[src/rtl/timer_pkg.sv]
// -----------------------------------------------------------------------------
// timer_pkg
// Shared constants and helpers for the BCD cook-timer digit chain.
//   BCD_W      : width of one BCD digit
//   digit_mod  : modulus of digit k (6 for the mm:ss seconds-tens digit, else 10)
//   bcd_clamp  : saturate a load nibble to the digit maximum
// -----------------------------------------------------------------------------
package timer_pkg;

    localparam int BCD_W = 4;

    function automatic int digit_mod(input int k, input bit sexagesimal);
        return (sexagesimal && (k == 1)) ? 6 : 10;
    endfunction

    // Invalid BCD nibbles (A-F) and out-of-range mm:ss tens values both
    // land on the digit maximum, so a single saturating compare covers both.
    function automatic logic [BCD_W-1:0] bcd_clamp(input logic [BCD_W-1:0] value,
                                                   input logic [BCD_W-1:0] max);
        return (value > max) ? max : value;
    endfunction

endpackage

[src/rtl/timer_digit.sv]
// -----------------------------------------------------------------------------
// timer_digit
// One modulo-MOD down-counting BCD digit.
//   clk     in   system clock, rising edge
//   clrn    in   asynchronous active-low reset (value -> 0)
//   load    in   synchronous load of din (clamped to MOD-1), beats dec
//   din     in   load value
//   dec     in   decrement; at zero the digit reloads MOD-1 (borrow)
//   value   out  current digit
//   is_zero out  value == 0
// -----------------------------------------------------------------------------
module timer_digit
    import timer_pkg::*;
#(
    parameter int MOD = 10
) (
    input  logic             clk,
    input  logic             clrn,
    input  logic             load,
    input  logic [BCD_W-1:0] din,
    input  logic             dec,
    output logic [BCD_W-1:0] value,
    output logic             is_zero
);

    localparam logic [BCD_W-1:0] MAXV = BCD_W'(MOD - 1);

    logic [BCD_W-1:0] value_q;
    logic [BCD_W-1:0] value_d;

    always_comb begin
        value_d = value_q;
        if (load) begin
            value_d = bcd_clamp(din, MAXV);
        end else if (dec) begin
            value_d = (value_q == '0) ? MAXV : value_q - 1'b1;
        end
    end

    always_ff @(posedge clk or negedge clrn) begin
        if (!clrn) begin
            value_q <= '0;
        end else begin
            value_q <= value_d;
        end
    end

    assign value   = value_q;
    assign is_zero = (value_q == '0);

endmodule

[src/rtl/timer_bcd_down.sv]
// -----------------------------------------------------------------------------
// timer_bcd_down
// Multi-digit BCD down-counter for the cook timer, optional mm:ss seconds-tens
// digit, hold-at-zero or wrap policy, and a one-cycle done pulse.
//   clk    in   system clock, rising edge
//   clrn   in   asynchronous active-low reset (count -> 0, done -> 0)
//   loadn  in   synchronous active-low load of `in` (clamped per digit)
//   en     in   count enable, one decrement per enabled edge
//   in     in   BCD load value, digit k at [4k+3:4k]
//   out    out  current BCD count
//   tc     out  en & (count == 0), combinational
//   zero   out  count == 0, combinational
//   done   out  registered pulse on the edge a decrement reaches zero
// -----------------------------------------------------------------------------
module timer_bcd_down
    import timer_pkg::*;
#(
    parameter int DIGITS      = 4,
    parameter int SEXAGESIMAL = 1,
    parameter int WRAP        = 0
) (
    input  logic                      clk,
    input  logic                      clrn,
    input  logic                      loadn,
    input  logic                      en,
    input  logic [BCD_W*DIGITS-1:0]   in,
    output logic [BCD_W*DIGITS-1:0]   out,
    output logic                      tc,
    output logic                      zero,
    output logic                      done
);

    localparam bit   SEX_EN  = (SEXAGESIMAL != 0) && (DIGITS >= 2);
    localparam logic WRAP_EN = (WRAP != 0);

    logic [DIGITS-1:0] is_zero;
    logic [DIGITS-1:0] lower_zero;
    logic [DIGITS-1:0] dec;
    logic              count_ok;
    logic              done_q;
    logic              done_d;

    assign zero = &is_zero;
    assign tc   = en & zero;

    // At all-zero every digit sees a full borrow chain, so letting the chain
    // run produces the all-maximum wrap value; blocking it gives hold-at-zero.
    assign count_ok = loadn & en & (~zero | WRAP_EN);

    genvar gi;
    generate
        for (gi = 0; gi < DIGITS; gi++) begin : g_digit
            if (gi == 0) begin : g_lsd
                assign lower_zero[gi] = 1'b1;
            end else begin : g_upper
                assign lower_zero[gi] = &is_zero[gi-1:0];
            end

            assign dec[gi] = count_ok & lower_zero[gi];

            timer_digit #(
                .MOD(digit_mod(gi, SEX_EN))
            ) u_digit (
                .clk     (clk),
                .clrn    (clrn),
                .load    (~loadn),
                .din     (in[BCD_W*gi +: BCD_W]),
                .dec     (dec[gi]),
                .value   (out[BCD_W*gi +: BCD_W]),
                .is_zero (is_zero[gi])
            );
        end
    endgenerate

    // A decrement lands on zero only from a count of exactly one.
    assign done_d = loadn & en & (out == (BCD_W*DIGITS)'(1));

    always_ff @(posedge clk or negedge clrn) begin
        if (!clrn) begin
            done_q <= 1'b0;
        end else begin
            done_q <= done_d;
        end
    end

    assign done = done_q;

endmodule

[config.mk]
export PLATFORM = sky130hd
export DESIGN_NAME = timer_bcd_down
export DESIGN_NICKNAME = d
export VERILOG_FILES = /design/src/rtl/timer_pkg.sv /design/src/rtl/timer_digit.sv /design/src/rtl/timer_bcd_down.sv
export SDC_FILE = /design/constraint.sdc
export NUM_CORES = 1
export LEC_CHECK = 0
export ABC_AREA = 1
export CORE_MARGIN = 1.5
export CORE_UTILIZATION = 50
export CTS_CLUSTER_SIZE = 20
export DETAILED_ROUTE_END_ITERATION = 12
export PLACE_DENSITY = 0.93
export SLEW_MARGIN = 10
export SYNTH_ARGS = -nofsm -noshare
export SYNTH_HDL_FRONTEND = slang
export SYNTH_SLANG_ARGS = --single-unit
[constraint.sdc]
create_clock -name clk -period 3.1 [get_ports clk]
set_input_delay 0.465 -clock clk [delete_from_list [all_inputs] [get_ports clk]]
set_output_delay 0.465 -clock clk [all_outputs]
set_load 0.005 [all_outputs]
Yosys cells after proc, flatten, opt, wreduce, memory -nomap -nowiden
Index checks and enable logic that the tools add are counted.

Output and inout port bits: 19. Memories kept: 0. Bits of input ports: 20. Memory bits (read-only): 0. Memory bits (writable): 0. Word-level logic and storage cells: 49. Bits in latches: 0. Flip-flop bits (word level): 17.

Bitwise logic cells: 8. Shifts and indexed selects: 0. Divide/modulo/power cells: 0. $lt $le $gt $ge: 4. Multiplexer cells: 16. Reductions and logical operators: 7. Multipliers: 0. Equal/unequal tests: 5. Add/subtract/negate cells: 4.

Operator list (number): $mux W4 (16); $eq A16 B1 Y1 const B (1); $logic_not A4 Y1 (4); $sub A4 B1 Y4 const B (4); $gt A4 B4 Y1 const B (3); $ne A2 B1 Y1 const B (4); $and A1 B1 Y1 (7); $gt A4 B3 Y1 const B (1); $reduce_and A4 Y1 (1); $reduce_and A3 Y1 (1); $reduce_and A2 Y1 (1); $not A1 Y1 (1).

Longest topological paths before layout
Word-level depth: 7. Mapped depth: 8. Depth with buffers taken out: 8.

Modules after synthesis
Synthesis repeated with hierarchy kept, for this count alone.

Cells, all modules: 191. Area, all modules: 1186.1 µm².

Modules (own cells, without submodules): timer_digit (g_digit[0].u_digit ...) (times used 3, area each 261.5 µm², cells an instance 41, seq. area each 100.1 µm²); timer_digit (g_digit[1].u_digit) (times used 1, area each 247.7 µm², cells an instance 38, seq. area each 100.1 µm²); timer_bcd_down (times used 1, area each 153.9 µm², cells an instance 30, seq. area each 25.0 µm²).

Worst setup path before layout
No wires, ideal clock.

Kind: register -> output. Start: register g_digit[1].u_digit.value_q[1]. End: output tc. Slack: 1615 ps. Arrival: 1020 ps. Data required time: 2635 ps. Buffers on the path: 0. Cell stages (with the launch flop): 6. Path through: dfrtp_1 > nor2_4 > nand2_4 > nor2_8 > nand2_4 > nor2_1.

Longest elaborated chain between the ends: 3.

Ends and longest elaborated chain: start: declaration (line timer_digit.sv:28) `logic [BCD_W-1:0] value_q;`; start signal: assignment (line timer_digit.sv:44) `value_q <= value_d;`; $logic_not A4 Y1 (line timer_digit.sv:49) `assign is_zero = (value_q == '0);`; $reduce_and A4 Y1 (line timer_bcd_down.sv:43) `assign zero = &is_zero;`; $and A1 B1 Y1 (line timer_bcd_down.sv:44) `assign tc = en & zero;`; end: declaration (line timer_bcd_down.sv:28) `output logic tc,`.

No other way between the ends.

Worst setup path after layout
Start: register g_digit[1].u_digit.value_q[3]. End: output tc.

Same word-level chain as after synthesis.

==> impl_metrics.py <==
metrics = {
    "synthesis": {
        "syn_area_sq_mm": 0.00128,
        "synth_cells": 172,
        "synth_top_area_share": 0.333,
        "synth_area_leader_cell": "dfrtp_1",
        "seq_area_frac_synth": 0.333,
        "avgSynthCellArea_sq_um": 7.42,
        "ys_top_cells_by_area": "dfrtp_1, nand2_1, nand3_1, nand2_4, o21ai_0",
        "synth_warnings": 0,
        "syn-num-nets": 192,
        "yosysUniqueCellTypes": 29,
        "ys_ff_latch": 17,
    },
    "setup_path": {
        "end_kind": "primary output",
        "path_max_fanout": 5,
        "arrival_ns": 1.90,
        "crit_type": "reg -> out",
        "critPathRequiredTime_ns": 2.63,
        "startpoint_type": "flip-flop",
        "regToRegSetupSlack_ns": 1.71,
    },
    "sta": {
        "final_hold_viol_count": 0,
        "maxSlewHeadroom": 0.481,
        "finalClockSkew_ns": 0.00260,
        "tightest_slew_ns": 0.776,
        "layout_setup_ws_ns": 0.740,
        "final-setup-viol-count": 0,
        "slew_violations": 0,
        "fmax_mhz": 424,
        "grt_setup_unrepaired": "no",
        "post-route-min-period_ns": 2.36,
        "tns_ns": 0,
        "post-route-period-util": 0.761,
    },
    "placement": {
        "dpl_worst_slack_ns": 0.974,
        "hpwl_microns": 2040,
        "place_congestion": 0.846,
        "portBuffers": 38,
    },
    "die": {
        "initial_core_util": 0.520,
        "ios": 39,
        "rows": 18,
        "fp.dieW_microns": 53.5,
        "core-area_sq_mm": 0.00245,
        "die_h_microns": 53.5,
        "die_area_sq_mm": 0.00286,
    },
    "run": {
        "cap_viol_max_count": 0,
    },
    "clocking": {
        "cts_tree": "done",
        "insertion_delay_ns": 0.29,
        "htree_num_levels": 1,
        "cts.path.max_buffers": 2,
        "hold_buffers": 0,
        "postCtsSetupBuffers": 0,
        "root_buffer": "clkbuf_4",
        "cts.sinks": 17,
        "clk_pin_slew_ns": 0.11,
        "cts-resized-gates": 0,
        "numCtsBuffers": 3,
    },
    "global_routing": {
        "grt_max_degree": 18,
        "grt_use_total": 0.226,
        "grt_overflow": 0,
        "antenna_found_initial": 0,
        "grt_pass1_vias": 1119,
        "grt_pass1_wl_microns": 4760,
    },
    "route": {
        "viasPerCell": 5.30,
        "drtPass1Iterations": 4,
        "drcViolationCount": 0,
        "routed_wl_microns": 2800,
        "wl_per_cell_microns": 11.6,
        "detail-route-antenna-nets": 0,
        "drt_iter0_markers": 42,
        "vias": 1282,
    },
    "power_and_ir_drop": {
        "ir_worst_vdd_mv": 0.265,
        "power.density_mw_per_mm2": 425,
        "leakagePower_nw": 0.834,
    },
    "final_layout": {
        "layout.nets": 233,
        "layout_common_cells": "nand2_1, clkdlybuf4s50_1, nand3_1, dfrtp_1, inv_1",
        "area_growth_pct": 34.1,
        "drive_gt1_frac": 0.160,
        "antennaDiodeCount": 0,
        "layout_commonest_cell": "nand2_1",
    },
    "hold_path": {
        "min_path_type": "reg -> reg",
    },
    "outcome": {
        "status": "complete, no violations",
    },
}
-- cells by family (layout without fill, tap and decap cells) --
logic type,Yosys count,after routing,synth area share
compound gates,27,27,0.121
simple gates,104,104,0.457
buf+inv,21,61,0.0686
flops,17,17,0.333
xor+xnor,3,3,0.0206
-- Yosys cell counts --
library cell / n
nand3_4: 1
a31oi_1: 1
a211oi_1: 1
clkbuf_1: 1
nand2_4: 6
nand3_2: 3
inv_1: 14
nand2_2: 6
a21boi_0: 1
nor2_1: 13
or2_2: 1
buf_2: 1
nand3_1: 20
nand4_1: 1
nor2_4: 4
o21ai_0: 12
nand2_1: 44
nor3_1: 1
inv_2: 2
nor2_8: 1
o21ai_2: 2
a22oi_1: 2
dfrtp_1: 17
xor2_1: 3
a21oi_1: 8
buf_4: 2
nand4_4: 1
nor2_2: 2
clkinv_1: 1
-- cell type report --
type | instances | area [sq um]
clock buffer | 4 | 26.3
fill | 201 | 743
inverter | 17 | 63.8
multi-input combinational | 134 | 763
sequential | 17 | 425
tap | 30 | 37.5
timing repair buffer | 40 | 395
-- power by group --
group	internal (mW)	switching, mW	total (mW)
clock network	0.0500	0.0738	0.124
logic	0.149	0.151	0.300
registers	0.255	0.0498	0.304
-- worst paths after layout --
kind | startpoint | endpoint | depth (start not counted)
hold reg to reg | g_digit[3].u_digit.value[2] | g_digit[3].u_digit.value[2] | 2
min in group asynchronous | clrn | g_digit[0].u_digit.value[2] | 1
max in group asynchronous | clrn | g_digit[3].u_digit.value[0] | 1
setup reg to reg | g_digit[1].u_digit.value[3] | g_digit[0].u_digit.value[3] | 8
hold / removal | g_digit[3].u_digit.value[2] | g_digit[3].u_digit.value[2] | 2
setup / recovery | g_digit[1].u_digit.value[3] | tc | 6
-- critical path, cell delays in order, from the launching register on --
cell and delay (ns):
dfrtp_1 0.44, nor2_1 0.20, nand2_4 0.10, nor2_8 0.16, nand2_4 0.09, nor2_1 0.10
clkdlybuf4s50_1 0.51
-- state kept, by name (all words and copies together) (netlist names) --
register / cells
g_digit.u_digit.value: 16
done: 1
-- metal layers --
| metal | share of wire | vias up | track usage |
|---|---|---|---|
| met5 | 0 | - | 0 |
| met4 | 0.0061 | 0 | 0.0769 |
| met3 | 0.088 | 4 | 0.0282 |
| met2 | 0.44 | 67 | 0.366 |
| met1 | 0.46 | 567 | 0.308 |
| li1 | - | 644 | - |
-- through the flow --
step | total power [mW] | hold slack [ns] | cells | util | area, sq um
2_1_floorplan | 0.479 | 0.169 | 172 | - | 1280
3_3_place_gp | 0.600 | 0.557 | 238 | 0.687 | 1690
4_1_cts | 0.732 | 0.581 | 242 | 0.697 | 1710
3_5_place_dp | 0.606 | 0.552 | 238 | 0.687 | 1690
5_1_grt | 0.784 | 0.610 | 242 | 0.697 | 1710
6_report | 0.728 | 0.583 | 242 | 0.697 | 1710
(Power assumes the default switching activity.)
